$ cat src/rtl/full_adder_1.sv
// rtl/full_adder_1.sv - single-bit full adder with registered, bit-serial carry-chained path
module full_adder_1 (
    input  logic clk,
    input  logic rst_n,
    input  logic in_valid,
    input  logic a,
    input  logic b,
    input  logic cin,
    input  logic serial_en,
    input  logic first,
    output logic sum_comb,
    output logic cout_comb,
    output logic sum,
    output logic cout,
    output logic out_valid
);

    logic carry_q;
    logic ci_eff;

    // Serial beats chain through carry_q; a first beat (or parallel mode) restarts from cin.
    always_comb begin
        ci_eff = cin;
        if (serial_en && !first) begin
            ci_eff = carry_q;
        end
    end

    always_comb begin
        sum_comb  = a ^ b ^ ci_eff;
        cout_comb = (a & b) | (a & ci_eff) | (b & ci_eff);
    end

    always_ff @(posedge clk or negedge rst_n) begin
        if (!rst_n) begin
            sum       <= 1'b0;
            cout      <= 1'b0;
            out_valid <= 1'b0;
            carry_q   <= 1'b0;
        end else begin
            out_valid <= in_valid;
            if (in_valid) begin
                sum     <= sum_comb;
                cout    <= cout_comb;
                carry_q <= cout_comb;
            end
        end
    end

endmodule

$ cat config.mk
export PLATFORM = sky130hd
export DESIGN_NAME = full_adder_1
export DESIGN_NICKNAME = d
export VERILOG_FILES = /design/src/rtl/full_adder_1.sv
export SDC_FILE = /design/constraint.sdc
export NUM_CORES = 1
export LEC_CHECK = 0
export CAP_MARGIN = 30
export CORE_AREA = 2 2 39 41
export CTS_CLUSTER_DIAMETER = 80
export DETAILED_ROUTE_END_ITERATION = 8
export DIE_AREA = 0 0 41 43
export SYNTH_ARGS = -nofsm -noshare
export SYNTH_HDL_FRONTEND = slang
export SYNTH_SLANG_ARGS = --single-unit
$ cat constraint.sdc
create_clock -name clk -period 1.3 [get_ports clk]
set_clock_uncertainty 0.1 [all_clocks]
set_input_delay 0.195 -clock clk [delete_from_list [all_inputs] [get_ports clk]]
set_output_delay 0.195 -clock clk [all_outputs]
set_load 0.1 [all_outputs]
==> summary.md <==
| Metric | Value |
|---|---|
| Register cell area after layout | 78.83 µm² |
| Unrepaired setup endpoints after global routing | yes |
| Outcome | finished with violations |
| Effective utilization at floorplan | 0.1139 |
| Die area | 1763 µm² |
| Data arrival at the endpoint of the critical path | 1.56 ns |
| Leakage power total | 0.2178 nW |
| Number of standard-cell rows in the floorplan | 14 |
| Crit end category | output pin |
| Post-route DRC | 0 |
| Diodes inserted | 0 |
| CTS Hold Bufs | 0 |
| Final-stage net count | 46 |
| Dpl cell area | 377.9 µm² |
| Class of the tightest hold or removal check | input pin to async pin |
| Weighted congestion at the end of routability-driven global placement | 0.5538 |
| Power density over cell area | 1473 nW/µm² |
| Number of H-tree branching levels | 1 |
| Synth Register Bits | 3 |
| Cell at the root of the clock tree | sky130_fd_sc_hd__clkbuf_4 |
| Final period util | 1.428 |
| Antenna violations before repair | 0 |
| Area of combinational cells with multiple inputs | 80.08 µm² |
| Critical path startpoint | cout |
| Clock Pin Slew Worst Setup and Hold Paths | 0.04 ns |
| Worst endpoint required time | 1.00 ns |
| Clock network latency to the later pin of the worst-skew pair | 0.23 ns |
| Antenna viol nets, final | 0 |
| Die X-Extent | 41 µm |
| Violation count after the first detailed-route iteration | 0 |
| Post-Synthesis Mean Instance Area | 12.13 µm² |
| Total Routing Usage GR | 0.06030 |
| Pre-CTS setup slack | -0.7524 ns |
| Proportion of layout cells with a drive suffix above 1 | 0.6111 |
| Signed area change from the synthesized netlist to the final layout | 184.9% |
| Relative slew slack | 0.9136 |
| TritonCTS clock tree | yes |
| Final Hold Violating Endpoints | 0 |
| Post-synthesis instance area | 157.7 µm² |
| MaxCap Viol Count | 0 |
| Number of clock buffers inserted by TritonCTS | 3 |
| Total wire length after detailed routing | 420 µm |
| Least-Margin Pin Slew | 0.1269 ns |
| Final critical delay including setup and external delays | 1.856 ns |
| Commonest non-fill, non-tap cells in the layout | sky130_fd_sc_hd__buf_4, sky130_fd_sc_hd__buf_12, sky130_fd_sc_hd__clkbuf_4, sky130_fd_sc_hd__clkdlybuf4s50_1, sky130_fd_sc_hd__dlygate4sd2_1 |
| Post-layout instance area | 449.2 µm² |
| Setup TNS | -1.760 ns |
| Cell types with the largest area share after synthesis | sky130_fd_sc_hd__dfrtp_1, sky130_fd_sc_hd__fa_1, sky130_fd_sc_hd__inv_1, sky130_fd_sc_hd__mux2_4, sky130_fd_sc_hd__nand2b_4 |
| Violations in the final reports | negative setup slack |
| Number of detailed-routing iterations run before antenna repair | 1 |
| Synthesized netlist net count | 22 |
| Launching point of the worst reg2reg path | cout |
| Worst ir drop on vdd | 0.2709 mV |
| Standard cell core area | 1384 µm² |
| Final worst-path setup slack | -0.5560 ns |
| Routed length per instance | 8.077 µm |
| Pin count of the biggest net entering global routing | 4 |
| Via count | 177 |
| Synthesized instance count | 13 |
| Count of non-filler cells in the finished layout | 52 |
| Final HPWL DP | 318.8 µm |
| Type of element launching the critical path | register |
| Filler Cells Inserted | 148 |
| Placed Cells | 44 |
| Fraction of post-synthesis cell area in the top cell type by area | 0.4762 |
| Fmax | 538.8 MHz |
| First-pass GRT wire length | 593 µm |
| Largest area contributor in the synthesized netlist | sky130_fd_sc_hd__dfrtp_1 |
| Port Buf Inserts | 12 |
| Worst Path Class, Setup | register to output pin |
| Number of vias per cell after detailed routing | 3.404 |
| Number of warnings printed during yosys synthesis | 0 |
| Final design utilization | 0.3246 |
| Remaining global-route overflow | 0 |
| Sinks on the clock net | 3 |
| Final setup violating endpoints | 5 |
| Io pins | 13 |
| Bufs on Longest Clock Path | 2 |
| Total count of max-transition violations in the final report | 0 |
| Most common cell after layout, fill and taps aside | sky130_fd_sc_hd__buf_4 |
| Sequential element share of the synthesized area | 0.4762 |
| Number of global-route vias before repair | 178 |
| Largest fanout of any net on the critical path | 2 |
| Chip height | 43 µm |
| Post-synth cell types | 8 |
==> state kept, by name, indices dropped and copies added, names as in the netlist <==
register and flops:
sum 1, cout 1, out_valid 1
==> cells in the mapped netlist <==
| master | instances |
|---|---|
| sky130_fd_sc_hd__dfrtp_1 | 3 |
| sky130_fd_sc_hd__mux2i_1 | 1 |
| sky130_fd_sc_hd__mux2_4 | 1 |
| sky130_fd_sc_hd__a21oi_1 | 1 |
| sky130_fd_sc_hd__nor2_1 | 1 |
| sky130_fd_sc_hd__fa_1 | 1 |
| sky130_fd_sc_hd__inv_1 | 4 |
| sky130_fd_sc_hd__nand2b_4 | 1 |
==> per-stage QoR <==
stage	hold WS (ns)	total power (W)
2_1_floorplan	-0.2006	0.0003159
3_3_place_gp	0.2852	0.0004605
3_5_place_dp	0.2859	0.0004626
4_1_cts	0.03218	0.0006592
5_1_grt	0.03874	0.0006918
6_report	0.04030	0.0006618
==> final timing paths <==
path                              to  cells after the start  slack [ns]
max in group asynchronous       cout                      1        0.90
min                        out_valid                      1        0.04
min in group clk                 sum                      1        0.48
max                         sum_comb                      4       -0.56
max reg2reg                      sum                      6       -0.43
min reg2reg                      sum                      1        0.48
==> cell families (layout without fill, tap and decap cells) <==
kind of cell | Yosys count | in the layout | share of synthesized area
flip-flops | 3 | 3 | 0.4762
adder cells (fa/ha/maj) | 1 | 1 | 0.1270
AND/OR/NAND/NOR | 2 | 2 | 0.1111
buffers and inverters | 4 | 27 | 0.09521
AO/OA/AOI/OAI | 1 | 1 | 0.03172
multiplexers | 2 | 2 | 0.1587
==> layer usage <==
layer,global-route usage,vias to the layer above,part of all wire
met1,0.03226,84,0.26
li1,-,84,-
met2,0.08750,9,0.62
met3,0.02094,0,0.11
met4,0.1200,0,0
met5,0,-,0
==> power breakdown <==
| group | internal, W | switching, W |
|---|---|---|
| logic | 0.000160 | 0.000214 |
| registers | 0.000109 | 0.0000126 |
| clock network | 0.000115 | 0.0000504 |
| total | 0.000385 | 0.000277 |
==> repair_timing <==
| item | in CTS | in global routing |
|---|---|---|
| endpoints found under the setup margin | 5 | 5 |
| setup buffers | 2 | 2 |
| pin swaps | 1 | 1 |
| gates resized for setup | 7 | 2 |
==> layout make-up <==
cell class	instances	share of cell area
tap	16	0.04457
clock buffer	4	0.05850
timing repair buffer	19	0.5014
multi-input combinational	6	0.1783
sequential	3	0.1755
inverter	4	0.04178
==> worst max-delay path, stage by stage, from the launching register on <==
cell and delay, ns:
sky130_fd_sc_hd__dfrtp_4 0.48, sky130_fd_sc_hd__mux2i_4 0.14, sky130_fd_sc_hd__fa_1 0.43, sky130_fd_sc_hd__inv_2 0.10, sky130_fd_sc_hd__buf_12 0.17
Note: power is estimated with default switching activity, not from simulation.
